[config.mk]
export PLATFORM = sky130hd
export DESIGN_NAME = plu_run_controller_flat
export DESIGN_NICKNAME = d
export VERILOG_FILES = /design/src/rtl/plu_ctrl_pkg.sv /design/src/rtl/plu_run_controller_if.sv /design/src/rtl/plu_tag_pipe.sv /design/src/rtl/plu_run_controller.sv /design/src/flat_wrapper.sv
export SDC_FILE = /design/constraint.sdc
export NUM_CORES = 1
export LEC_CHECK = 0
export ABC_AREA = 1
export CORE_MARGIN = 2
export CORE_UTILIZATION = 59
export DETAILED_ROUTE_END_ITERATION = 10
export PLACE_DENSITY = 0.87
export SLEW_MARGIN = 20
export SYNTH_ARGS = -nofsm -noshare
export SYNTH_HDL_FRONTEND = slang
export SYNTH_SLANG_ARGS = --single-unit
export TNS_END_PERCENT = 30
[constraint.sdc]
create_clock -name clk -period 3.25 [get_ports clk]
set_input_delay 0.65 -clock clk [delete_from_list [all_inputs] [get_ports clk]]
set_output_delay 0.65 -clock clk [all_outputs]
set_load 0.1 [all_outputs]
[src/rtl/plu_ctrl_pkg.sv]
// Purpose : shared types and defaults for the PLU run controller.
// Latency : n/a (types and constants only).
// Backpressure : n/a.
// Contents: state_t (controller FSM states), PLU_LATENCY, PLU_LEN_W.
package plu_ctrl_pkg;

  // Default cycles from a word on dp_counter to its flag on dp_match.
  localparam int PLU_LATENCY = 4;
  // Default width of run length and result counters.
  localparam int PLU_LEN_W   = 16;

  typedef enum logic [1:0] {
    ST_IDLE,
    ST_RUN,
    ST_DRAIN,
    ST_DONE
  } state_t;

endpackage

[src/rtl/plu_run_controller_if.sv]
// Purpose : command, datapath and result signals of the PLU run controller.
// Latency : n/a (wiring only).
// Backpressure : start/start_ready for commands, result_valid/result_ack for results.
// Modports: master = host/datapath side (drives commands, dp_match, ack);
//           slave  = controller side (drives dp_counter, status and results).
interface plu_run_controller_if #(
  parameter int LEN_W = plu_ctrl_pkg::PLU_LEN_W
);

  logic             start;
  logic             start_ready;
  logic [31:0]      cfg_seed;
  logic [31:0]      cfg_step;
  logic [LEN_W-1:0] cfg_len;
  logic             abort;
  logic [31:0]      dp_counter;
  logic             dp_match;
  logic             busy;
  logic             result_valid;
  logic             result_ack;
  logic [LEN_W-1:0] result_matches;
  logic [LEN_W-1:0] result_samples;

  modport master (
    output start, cfg_seed, cfg_step, cfg_len, abort, dp_match, result_ack,
    input  start_ready, dp_counter, busy, result_valid, result_matches, result_samples
  );

  modport slave (
    input  start, cfg_seed, cfg_step, cfg_len, abort, dp_match, result_ack,
    output start_ready, dp_counter, busy, result_valid, result_matches, result_samples
  );

endinterface

[src/rtl/plu_tag_pipe.sv]
// Purpose : LATENCY-deep 1-bit shift register marking pipeline slots that carry real samples.
// Latency : din appears on dout exactly LATENCY cycles later.
// Backpressure : none; shifts every cycle, clr empties every slot on the next edge.
// Ports: clk, clr (synchronous clear), din (tag in), dout (tag aligned with dp_match).
module plu_tag_pipe #(
  parameter int LATENCY = plu_ctrl_pkg::PLU_LATENCY
) (
  input  logic clk,
  input  logic clr,
  input  logic din,
  output logic dout
);

  logic [LATENCY-1:0] sr;

  always_ff @(posedge clk) begin
    if (clr) begin
      sr <= '0;
    end else begin
      sr[0] <= din;
      for (int i = 1; i < LATENCY; i++) begin
        sr[i] <= sr[i-1];
      end
    end
  end

  assign dout = sr[LATENCY-1];

endmodule

[src/rtl/plu_run_controller.sv]
// Purpose : sequences one PLU run: issues len operand words, counts tag-qualified matches, reports result.
// Latency : first word one cycle after accept; result_valid len+LATENCY+1 cycles after accept.
// Backpressure : start accepted only in IDLE (no queuing); result held in DONE until result_ack.
// Ports: clk, rst (sync, active-high), bus (slave modport: start/cfg_*/abort in,
//        dp_counter out, dp_match in, busy/result_* out, result_ack in).
module plu_run_controller
  import plu_ctrl_pkg::*;
#(
  parameter int LATENCY = PLU_LATENCY,
  parameter int LEN_W   = PLU_LEN_W
) (
  input  logic                 clk,
  input  logic                 rst,
  plu_run_controller_if.slave  bus
);

  // Drain counter only needs to reach LATENCY-1.
  localparam int DW = (LATENCY > 1) ? $clog2(LATENCY) : 1;

  state_t           state;
  logic             start_ready_q;
  logic             busy_q;
  logic             result_valid_q;
  logic [31:0]      dp_counter_q;
  logic [31:0]      step_q;
  logic [LEN_W-1:0] len_q;
  logic [LEN_W-1:0] issue_idx;
  logic [LEN_W-1:0] match_acc;
  logic [LEN_W-1:0] result_matches_q;
  logic [LEN_W-1:0] result_samples_q;
  logic [DW-1:0]    drain_cnt;

  logic             in_flight;
  logic             tag_in;
  logic             tag_out;
  logic             tag_clr;
  logic             hit;
  logic [LEN_W-1:0] match_nxt;

  assign in_flight = (state == ST_RUN) || (state == ST_DRAIN);

  // Every RUN cycle issues exactly one real word; all other cycles shift in empty slots.
  assign tag_in  = (state == ST_RUN);
  assign tag_clr = rst || (bus.abort && in_flight);

  plu_tag_pipe #(.LATENCY(LATENCY)) u_tag_pipe (
    .clk  (clk),
    .clr  (tag_clr),
    .din  (tag_in),
    .dout (tag_out)
  );

  // Flags from fill/drain/garbage slots carry tag 0 and are dropped here.
  assign hit       = tag_out && bus.dp_match;
  assign match_nxt = match_acc + LEN_W'(hit);

  always_ff @(posedge clk) begin
    if (rst) begin
      state            <= ST_IDLE;
      start_ready_q    <= 1'b1;
      busy_q           <= 1'b0;
      result_valid_q   <= 1'b0;
      dp_counter_q     <= '0;
      step_q           <= '0;
      len_q            <= '0;
      issue_idx        <= '0;
      match_acc        <= '0;
      result_matches_q <= '0;
      result_samples_q <= '0;
      drain_cnt        <= '0;
    end else begin
      case (state)
        ST_IDLE: begin
          // start_ready is high throughout IDLE, so start alone is an accept;
          // a simultaneous abort is ignored here, so start wins.
          if (bus.start) begin
            step_q        <= bus.cfg_step;
            len_q         <= bus.cfg_len;
            issue_idx     <= '0;
            match_acc     <= '0;
            start_ready_q <= 1'b0;
            if (bus.cfg_len == '0) begin
              state            <= ST_DONE;
              result_valid_q   <= 1'b1;
              result_matches_q <= '0;
              result_samples_q <= '0;
            end else begin
              state        <= ST_RUN;
              busy_q       <= 1'b1;
              dp_counter_q <= bus.cfg_seed;
            end
          end
        end

        ST_RUN: begin
          if (bus.abort) begin
            state         <= ST_IDLE;
            busy_q        <= 1'b0;
            start_ready_q <= 1'b1;
          end else begin
            match_acc <= match_nxt;
            issue_idx <= issue_idx + LEN_W'(1);
            if (issue_idx == len_q - LEN_W'(1)) begin
              state     <= ST_DRAIN;
              drain_cnt <= '0;
            end else begin
              dp_counter_q <= dp_counter_q + step_q;
            end
          end
        end

        ST_DRAIN: begin
          if (bus.abort) begin
            state         <= ST_IDLE;
            busy_q        <= 1'b0;
            start_ready_q <= 1'b1;
          end else if (drain_cnt == DW'(LATENCY - 1)) begin
            // The last word's flag arrives in this cycle, so fold it in directly.
            state            <= ST_DONE;
            busy_q           <= 1'b0;
            result_valid_q   <= 1'b1;
            match_acc        <= match_nxt;
            result_matches_q <= match_nxt;
            result_samples_q <= issue_idx;
          end else begin
            match_acc <= match_nxt;
            drain_cnt <= drain_cnt + DW'(1);
          end
        end

        ST_DONE: begin
          if (bus.result_ack) begin
            state          <= ST_IDLE;
            result_valid_q <= 1'b0;
            start_ready_q  <= 1'b1;
          end
        end

        default: begin
          state <= ST_IDLE;
        end
      endcase
    end
  end

  assign bus.start_ready    = start_ready_q;
  assign bus.busy           = busy_q;
  assign bus.result_valid   = result_valid_q;
  assign bus.dp_counter     = dp_counter_q;
  assign bus.result_matches = result_matches_q;
  assign bus.result_samples = result_samples_q;

endmodule
[src/flat_wrapper.sv]
// flat-port wrapper written by rule: the top's interface ports become plain ports
module plu_run_controller_flat import plu_ctrl_pkg::*;
#(
  parameter int LATENCY = PLU_LATENCY,
  parameter int LEN_W   = PLU_LEN_W
)
  (clk, rst, bus_start, bus_cfg_seed, bus_cfg_step, bus_cfg_len, bus_abort, bus_dp_match, bus_result_ack, bus_start_ready, bus_dp_counter, bus_busy, bus_result_valid, bus_result_matches, bus_result_samples);
  plu_run_controller_if #(.LEN_W(LEN_W)) bus_i ();
  input  logic clk;
  input  logic rst;
  input wire logic [$bits(bus_i.start)-1:0] bus_start;
  input wire logic [$bits(bus_i.cfg_seed)-1:0] bus_cfg_seed;
  input wire logic [$bits(bus_i.cfg_step)-1:0] bus_cfg_step;
  input wire logic [$bits(bus_i.cfg_len)-1:0] bus_cfg_len;
  input wire logic [$bits(bus_i.abort)-1:0] bus_abort;
  input wire logic [$bits(bus_i.dp_match)-1:0] bus_dp_match;
  input wire logic [$bits(bus_i.result_ack)-1:0] bus_result_ack;
  output wire logic [$bits(bus_i.start_ready)-1:0] bus_start_ready;
  output wire logic [$bits(bus_i.dp_counter)-1:0] bus_dp_counter;
  output wire logic [$bits(bus_i.busy)-1:0] bus_busy;
  output wire logic [$bits(bus_i.result_valid)-1:0] bus_result_valid;
  output wire logic [$bits(bus_i.result_matches)-1:0] bus_result_matches;
  output wire logic [$bits(bus_i.result_samples)-1:0] bus_result_samples;
  assign bus_i.start = bus_start;
  assign bus_i.cfg_seed = bus_cfg_seed;
  assign bus_i.cfg_step = bus_cfg_step;
  assign bus_i.cfg_len = bus_cfg_len;
  assign bus_i.abort = bus_abort;
  assign bus_i.dp_match = bus_dp_match;
  assign bus_i.result_ack = bus_result_ack;
  assign bus_start_ready = bus_i.start_ready;
  assign bus_dp_counter = bus_i.dp_counter;
  assign bus_busy = bus_i.busy;
  assign bus_result_valid = bus_i.result_valid;
  assign bus_result_matches = bus_i.result_matches;
  assign bus_result_samples = bus_i.result_samples;
  plu_run_controller #(.LATENCY(LATENCY), .LEN_W(LEN_W)) u_core (.clk(clk), .rst(rst), .bus(bus_i));
endmodule
## Word level (Yosys, flattened, before mapping)

Index checks and enable logic that the tools add are counted.

| cells by class | value |
|---|---|
| add/sub/neg operators | 5 |
| equal/unequal tests | 20 |
| multiplexer cells | 47 |
| reduce and logical (&&, ||, !) cells | 23 |

Operators with widths:

| cell | count |
|---|---|
| $mux W16 | 9 |
| $mux W32 | 4 |
| $pmux W16 S2 | 4 |
| $pmux W32 S2 | 1 |
| $add A32 B32 Y32 | 1 |
| $mux W2 | 11 |
| $ne A2 B2 Y1 const B | 10 |
| $reduce_and A5 Y1 | 4 |
| $add A16 B1 Y16 | 1 |
| $add A16 B1 Y16 const B | 1 |
| $eq A16 B16 Y1 | 1 |
| $logic_not A16 Y1 | 1 |
| $sub A16 B1 Y16 const B | 1 |
| $mux W1 | 13 |
| $pmux W1 S3 | 3 |
| $reduce_and A3 Y1 | 3 |
| $pmux W2 S4 | 1 |
| $reduce_bool A2 Y1 | 4 |
| $eq A2 B2 Y1 const B | 3 |
| $ne A2 B1 Y1 const B | 3 |
| $reduce_and A6 Y1 | 1 |
| $reduce_bool A3 Y1 | 2 |
| $pmux W2 S2 | 1 |
| $reduce_and A4 Y1 | 1 |
| 9 further kinds | 11 |

| word-level totals | value |
|---|---|
| flip-flop bits (word level) | 155 |
| input port bits | 86 |
| output and inout bits | 67 |
| logic and storage cells | 108 |

## Longest topological paths before layout

Gate-level depths: netlist of the first run.

| depth | value |
|---|---|
| word-level depth | 5 |
| depth in mapped cells | 18 |
| depth with buffers taken out | 17 |

## Cells and area by module

From an unflattened synthesis of the first run, not the netlist that was laid out.

| second synthesis, totals | value |
|---|---|
| cell total of the unflattened synthesis | 1505 |
| area total of the unflattened synthesis | 9449.1 sq um |

Modules (own cells, without submodules):

| module | instances | cells each | area each (sq um) | seq. area each (sq um) |
|---|---|---|---|---|
| plu_run_controller | 1 | 1493 | 9339.0 | 3022.9 |
| plu_tag_pipe | 1 | 12 | 110.1 | 80.1 |

## Least setup slack after synthesis of the first run

No wires, ideal clock.

| timing path | value |
|---|---|
| kind | register -> register |
| from | reg u_core.dp_counter_q[0], in the netlist u_core.bus.dp_counter[0] |
| to | reg u_core.dp_counter_q[18], in the netlist u_core.bus.dp_counter[18] |
| library setup time | 0.113 ns |
| arrival | 2.752 ns |
| data required time | 3.137 ns |
| slack | 0.385 ns |
| stages on the path, launching flop included | 17 |
| path buffers | 0 |
| clock period less this slack | 2.865 ns |
| cell sequence | dfxtp_1 > ha_1 > inv_1 > fa_1 > inv_1 > nand3_1 > nand2_1 > nand2_1 > nand2_1 > nand2_1 > nand2_1 > a21oi_1 > or2_2 > nand3_1 > nand2_1 > nor2_1 > nor2_1 |

| on the way | value |
|---|---|
| word-level cells in the longest chain between the ends | 4 |

Ends and longest elaborated chain:

| element | RTL line | text |
|---|---|---|
| from (decl) | plu_run_controller.sv:24 | `logic [31:0] dp_counter_q;` |
| from (signal assigned) | plu_run_controller.sv:90 | `dp_counter_q <= bus.cfg_seed;` |
| from (signal assigned) | plu_run_controller.sv:107 | `dp_counter_q <= dp_counter_q + step_q;` |
| $add A32 B32 Y32 | plu_run_controller.sv:107 |  |
| $mux W32 | plu_run_controller.sv:103 | `if (issue_idx == len_q - LEN_W'(1)) begin` |
| $mux W32 | plu_run_controller.sv:96 | `if (bus.abort) begin` |
| $pmux W32 S2 | plu_run_controller.sv:72 | `case (state)` |

No other way between the ends. The select of a mux whose other input is x is not followed.
A chain may end at the register's enable or synchronous reset.

## Final worst setup path of the first run

| timing path | value |
|---|---|
| from | reg u_core.dp_counter_q[0], in the netlist u_core.bus.dp_counter[0] |
| to | reg u_core.dp_counter_q[26], in the netlist u_core.bus.dp_counter[26] |

The elaborated chain is that of the path after synthesis.

==> flow_summary.json, run 1 <==
{
  "detail_route.iter0.violations": 792,
  "horiz_die_dim_um": 132,
  "hold_path_end": "u_core.u_tag_pipe.sr[1]",
  "postRouteAntennaNets": 0,
  "grt_max_degree": 63,
  "synthesis.area_per_instance_um2": 6.23,
  "crit_fanout": 4,
  "gp_routability_congestion": 1.04,
  "floorplan.die.height_um": 132,
  "worstPathArrival_ns": 2.96,
  "post_cts_hold_buffer_count": 0,
  "core_um2": 15900,
  "post-route-drc-count": 0,
  "ys_seq_elements": 155,
  "grt_antenna_before_repair": 1,
  "post-place-cells": 1878,
  "clock-root-buffer": "sky130_fd_sc_hd__clkbuf_16",
  "n_fill_cell": 1353,
  "regToRegSetupSlack_ns": 0.62,
  "grt_pass1_vias": 9397,
  "grt_first_pass_wirelength_mm": 44.3,
  "routed_wire_length_mm": 26.5,
  "synth.top_cell.area_share": 0.322,
  "timing.final.hold_violations": 0,
  "clock_period_minus_worst_slack_ns": 2.63,
  "hold_depth": 2,
  "data_required_time_at_the_worst_endpoint_ns": 3.58,
  "cts-root-to-sink-buffers": 2,
  "final_cell_count_no_fill": 1910,
  "fin_util": 0.733,
  "maxClockFrequency_ghz": 0.380,
  "cts_resized": 0,
  "hpwlAfterDp_mm": 19.4,
  "design.portCount": 153,
  "tns_ns": 0,
  "timing.clock.skew_ns": 0.0108,
  "vias": 10200,
  "synth.top_cells.by_area": "sky130_fd_sc_hd__dfxtp_1 (32%), sky130_fd_sc_hd__nand2_1 (19%), sky130_fd_sc_hd__nor2_1 (8.1%)",
  "tritoncts": "built",
  "starting_density_of_the_core": 0.604,
  "via_per_inst": 5.37,
  "worst_hold_path_type": "register to register",
  "grt-ovfl-total": 0,
  "ir_worst_vdd_mv": 0.722,
  "post_cts.repair.setup_buffers": 0,
  "max_slew_margin": 0.448,
  "final_cycle_share": 0.810,
  "worstMarginPinSlew_ns": 0.827,
  "clock_sink_count": 155,
  "postSynthCellCount": 1547,
  "area.growth.synth_to_final_pct": 21.3,
  "cts.reportedPaths.clkPinSlew_ns": 0.07,
  "hold_path.startpoint": "u_core.u_tag_pipe.sr[0]",
  "criticalPathCategory": "register to register",
  "worstRegToRegCells": 17,
  "numPortBuffers": 152,
  "register_area_um2": 3100,
  "crit_path_end_kind": "register",
  "netlist.top_cell.by_area": "sky130_fd_sc_hd__dfxtp_1",
  "detail_route.wl_per_cell_um": 13.9,
  "placementRows": 46,
  "static-leakage-power_nw": 5.51,
  "timing.rr.end": "u_core.bus.dp_counter[26]",
  "grt_setup_unrepaired": "no",
  "multi_input_area_um2": 5650,
  "worst_setup_path_start_kind": "register",
  "syn-cell-area_um2": 9630,
  "slew_violations": 0,
  "power_w": 0.0101,
  "ratio_of_cells_with_drive_above_1_in_the_final_layout": 0.0916,
  "number_of_failing_setup_endpoints_in_the_final_timing_report": 0,
  "drv.max_cap_violation_count": 0,
  "synth-seq-area-share": 0.322,
  "yosysUniqueCellTypes": 44,
  "detail_route.first_pass.iterations": 5,
  "gr-usage-all-layers": 0.307,
  "power-per-cell-area_nw_per_um2": 864,
  "fp.dieArea_um2": 17400,
  "clock_latency_on_the_worst_skew_pair_ns": 0.44,
  "outcome": "completed",
  "yosys_warnings": 0,
  "ctsHtreeMaxLevel": 4,
  "syn-num-nets": 1675,
  "fin_nets": 1809,
  "cts-buffers-inserted": 17,
  "worst_reg2reg_path_startpoint": "u_core.bus.dp_counter[0]"
}
==> worst max-delay path, cell delays in order, from the launching register on <==
cell	delay, ns
sky130_fd_sc_hd__dfxtp_1	0.37
sky130_fd_sc_hd__ha_1	0.19
sky130_fd_sc_hd__inv_1	0.06
sky130_fd_sc_hd__fa_1	0.38
sky130_fd_sc_hd__inv_1	0.09
sky130_fd_sc_hd__nand3_1	0.06
sky130_fd_sc_hd__nand2_1	0.13
sky130_fd_sc_hd__nand2_1	0.06
sky130_fd_sc_hd__nand2_1	0.08
sky130_fd_sc_hd__inv_1	0.07
sky130_fd_sc_hd__o21bai_1	0.36
sky130_fd_sc_hd__nand4_1	0.24
sky130_fd_sc_hd__nand2_1	0.12
sky130_fd_sc_hd__nand2_1	0.05
sky130_fd_sc_hd__nand3_1	0.07
sky130_fd_sc_hd__nand2_1	0.05
sky130_fd_sc_hd__nor2_1	0.08
sky130_fd_sc_hd__nor2_1	0.05
==> metal layers <==
metal	share of wire	wire length (um)	vias up	track usage
met5	0	0	-	0
met4	0.030	789	0	0.120
met3	0.062	1650	61	0.0527
met2	0.44	11700	348	0.487
met1	0.46	12300	4658	0.420
li1	-	-	5182	-
==> registers in the layout (all words and copies together), names as in the netlist <==
signal and cells:
u_core.bus.dp_counter 32, u_core.bus.result_valid 1, u_core.issue_idx 16, u_core.drain_cnt 2, u_core.len_q 16, u_core.state 2
u_core.u_tag_pipe.sr 4, u_core.bus.start_ready 1, u_core.match_acc 16, u_core.bus.busy 1, u_core.bus.result_matches 16, u_core.step_q 32
u_core.bus.result_samples 16
==> cell type report <==
type,instances,share of cell area
Antenna cell,1,0.000214
Clock buffer,18,0.0367
Timing Repair Buffer,168,0.127
Tap cell,216,0.0231
Sequential cell,155,0.266
Clock inverter,13,0.00932
Inverter,170,0.0546
Multi-Input combinational cell,1169,0.484
==> synthesized netlist by cell type, drive strengths merged <==
cell	n
xor2	14
nand4	13
nor3b	1
dfxtp	155
nand3b	6
a21o	1
inv	168
a31oi	3
and2	4
nor2	217
mux2i	1
fa	1
buf	20
xnor2	13
clkinv	2
o21ai	80
nand3	105
nor3	17
a211oi	3
ha	41
or2	12
nand2	490
o21bai	5
and3	3
a21oi	126
clkbuf	33
o21a	3
nor4	5
a22oi	5
==> cell families after synthesis <==
| family | count (synthesis) | synth area share |
|---|---|---|
| flip-flops | 155 | 0.322 |
| multiplexers | 1 | 0.00104 |
| AND/OR/NAND/NOR | 873 | 0.382 |
| AO/OA/AOI/OAI | 226 | 0.123 |
| XOR/XNOR | 27 | 0.0246 |
| buffers and inverters | 223 | 0.0915 |
| adder cells (fa/ha/maj) | 42 | 0.0553 |
==> worst max-delay path by stage <==
stage,to,slack (ns),start
finish,u_core.bus.dp_counter[26],0.62,u_core.bus.dp_counter[0]
global route,u_core.bus.dp_counter[26],0.41,u_core.bus.dp_counter[0]
CTS,u_core.bus.dp_counter[26],0.71,u_core.bus.dp_counter[0]
detailed placement,u_core.bus.result_matches[14],0.28,bus_dp_match
global placement,u_core.bus.result_matches[14],0.31,bus_dp_match
floorplan,u_core.bus.dp_counter[18],0.39,u_core.bus.dp_counter[0]
==> where the power goes <==
part	leakage, nW	internal [W]	total, W	switching, W
clock	0.257	0.000991	0.00186	0.000872
sequential	1.27	0.00229	0.00262	0.000339
combinational	3.99	0.00162	0.00560	0.00399
==> stage by stage <==
step                      setup slack (ns)  area, um2  hold slack [ns]
after floorplan                      0.385       9630            0.394
after global placement               0.308      11100            0.396
after detailed placement             0.282      11100            0.400
after CTS                            0.713      11700            0.410
after global routing                 0.414      11700            0.428
final                                0.617      11700            0.410
==> cell usage in the layout, fill, tap and decap left out, drive strengths merged, types with 5 or more instances in the layout <==
master and count:
nand2 490, nor2 217, inv 175, dfxtp 155
a21oi 126, nand3 105, clkdlybuf4s50 84, buf 84
o21ai 80, ha 41, clkbuf 18, nor3 17
xor2 14, nand4 13, xnor2 13, or2 12
nand3b 6, a22oi 5, o21bai 5, nor4 5
clkinv 5
Note: power is estimated with default switching activity, not from simulation.
==> inputs of run 2 (changes only) <==
- CORE_UTILIZATION: 59 -> 55
- PLACE_DENSITY: 0.87 -> 0.82
- clock period: 3.25 -> 2.7 ns (I/O delays scaled with it)
==> run 2 against run 1 <==
Net effect: design area grew 1.4%; sequential share of layout area fell by 0.34 points; first-iteration DRC count decreased by 4.4%; fmax up 6.3%; via count is 0.85% lower; total power increased by 25%; non-clock buffer count up 5; core utilization shrank 4.5 points; setup slack lost 0.39 ns; critical path depth did not move; wire length up 3.3%; clock-buffer cell count up 1; critical endpoint is now u_core.bus.dp_counter[20]; largest cell class unchanged.
==> flow_summary.json, run 2 (synthesis gave the netlist of run 1 again) <==
{
  "crit_path_end_kind": "register",
  "critical_path.most_common_cell": "sky130_fd_sc_hd__nand2_1",
  "grt_pass1_vias": 9191,
  "post-place-cells": 1891,
  "ir_worst_vdd_mv": 0.903,
  "grt_first_pass_wirelength_mm": 43.6,
  "placementRows": 48,
  "final_cell_count_no_fill": 1924,
  "cts-root-to-sink-buffers": 2,
  "starting_density_of_the_core": 0.559,
  "layout.cells.most_common": "sky130_fd_sc_hd__nand2_1",
  "regToRegSetupSlack_ns": 0.22,
  "timing.clock.skew_ns": 0.0126,
  "detail_route.first_pass.iterations": 6,
  "post-route-drc-count": 0,
  "maxClockFrequency_ghz": 0.404,
  "slew_violations": 0,
  "worst_setup_path_start_kind": "register",
  "tritoncts": "built",
  "n_fill_cell": 1495,
  "core_um2": 17200,
  "critical-path-slowest-cell": "sky130_fd_sc_hd__fa_1",
  "fin_nets": 1814,
  "gr-usage-all-layers": 0.295,
  "drv.max_cap_violation_count": 0,
  "worstPathArrival_ns": 2.85,
  "routed_wire_length_mm": 27.3,
  "cts-buffers-inserted": 17,
  "area.growth.synth_to_final_pct": 23.0,
  "cts.reportedPaths.clkPinSlew_ns": 0.07,
  "tns_ns": 0,
  "final_cycle_share": 0.917,
  "clock-root-buffer": "sky130_fd_sc_hd__clkbuf_16",
  "gp_routability_congestion": 0.987,
  "most_frequent_cells_in_the_layout": "sky130_fd_sc_hd__nand2_1 (486), sky130_fd_sc_hd__nor2_1 (206), sky130_fd_sc_hd__inv_1 (164)",
  "clock_period_minus_worst_slack_ns": 2.48,
  "grt-ovfl-total": 0,
  "hpwlAfterDp_mm": 20.0,
  "fp.dieArea_um2": 18600,
  "detail_route.iter0.violations": 757,
  "grt_max_degree": 76,
  "post_cts.repair.setup_buffers": 0,
  "numPortBuffers": 152,
  "floorplan.die.height_um": 136,
  "worst_hold_path_type": "register to register",
  "grt_setup_unrepaired": "no",
  "cell_chain_critical_path": "ha_1 > inv_1 > fa_1 > inv_1 > nand3_1 > nand2_1 > nand2_1 > nand2_1 > nand2_1 > nand2_1 > nand3_1 > nand2_1 > or2_2 > nand3_1 > nand2_1 > nor2_1 > nor2_1",
  "worstMarginPinSlew_ns": 0.858,
  "ctsHtreeMaxLevel": 4,
  "clock_latency_on_the_worst_skew_pair_ns": 0.44,
  "outcome": "completed",
  "horiz_die_dim_um": 136,
  "criticalPathCategory": "register to register",
  "design.portCount": 153,
  "postRouteAntennaNets": 0,
  "power-per-cell-area_nw_per_um2": 1070,
  "max_stage_delay_ns": 0.39,
  "clock_sink_count": 155,
  "static-leakage-power_nw": 5.60,
  "grt_antenna_before_repair": 0,
  "data_required_time_at_the_worst_endpoint_ns": 3.07,
  "detail_route.wl_per_cell_um": 14.2,
  "number_of_failing_setup_endpoints_in_the_final_timing_report": 0,
  "diodes": 0,
  "max_slew_margin": 0.425,
  "timing.final.hold_violations": 0,
  "crit_fanout": 5,
  "via_per_inst": 5.28,
  "vias": 10200,
  "ratio_of_cells_with_drive_above_1_in_the_final_layout": 0.0977
}
==> run 2: cell type report <==
class	count	area, um2	share of cell area
multi-input cells	1169	5650	0.477
well taps	225	282	0.0238
clock buffers	19	453	0.0382
flip-flops and latches	155	3110	0.262
repair buffers	173	1550	0.131
clock inverters	13	169	0.0143
inverters	170	638	0.0538
==> run 2: stage by stage <==
step	utilization	total power (W)	hold WS, ns	worst slack [ns]	area [um2]
after floorplan	-	0.00833	0.394	0.108	9630
after global placement	0.650	0.00979	0.395	-0.0485	11200
after detailed placement	0.650	0.00992	0.400	-0.101	11200
after CTS	0.686	0.0125	0.404	0.181	11800
after global routing	0.688	0.0135	0.423	0.00940	11900
final	0.688	0.0126	0.404	0.223	11900
==> run 2: per-layer routing <==
| metal | share of wire | routed length [um] | vias up | track usage |
|---|---|---|---|---|
| li1 | - | - | 5197 | - |
| met1 | 0.46 | 12700 | 4568 | 0.402 |
| met2 | 0.44 | 12000 | 346 | 0.469 |
| met3 | 0.077 | 2090 | 51 | 0.0615 |
| met4 | 0.021 | 566 | 0 | 0.0914 |
| met5 | 0 | 0 | - | 0 |
==> run 2: final timing paths <==
path | start | to | cells after the start
setup reg to reg | u_core.bus.dp_counter[0] | u_core.bus.dp_counter[20] | 17
hold reg to reg | u_core.u_tag_pipe.sr[0] | u_core.u_tag_pipe.sr[1] | 2
hold / removal | u_core.u_tag_pipe.sr[0] | u_core.u_tag_pipe.sr[1] | 2
setup / recovery | u_core.bus.dp_counter[0] | u_core.bus.dp_counter[20] | 17
==> run 2: timing repair <==
action	CTS	global route
gates resized for setup	0	2
endpoints found under the setup margin	0	26
hold buffers	0	0
==> run 2: worst max-delay path: cells and delay by family, from the launching register on <==
family | cells | cell delay (ns)
simple gates | 13 | 1.34
fa+ha+maj | 2 | 0.57
flops | 1 | 0.35
buf+inv | 2 | 0.15
==> run 2: report_power, final <==
part / leakage, nW / switching, W / internal [W]
combinational: 4.03 / 0.00487 / 0.00201
sequential: 1.27 / 0.000420 / 0.00275
clock: 0.309 / 0.00111 / 0.00146
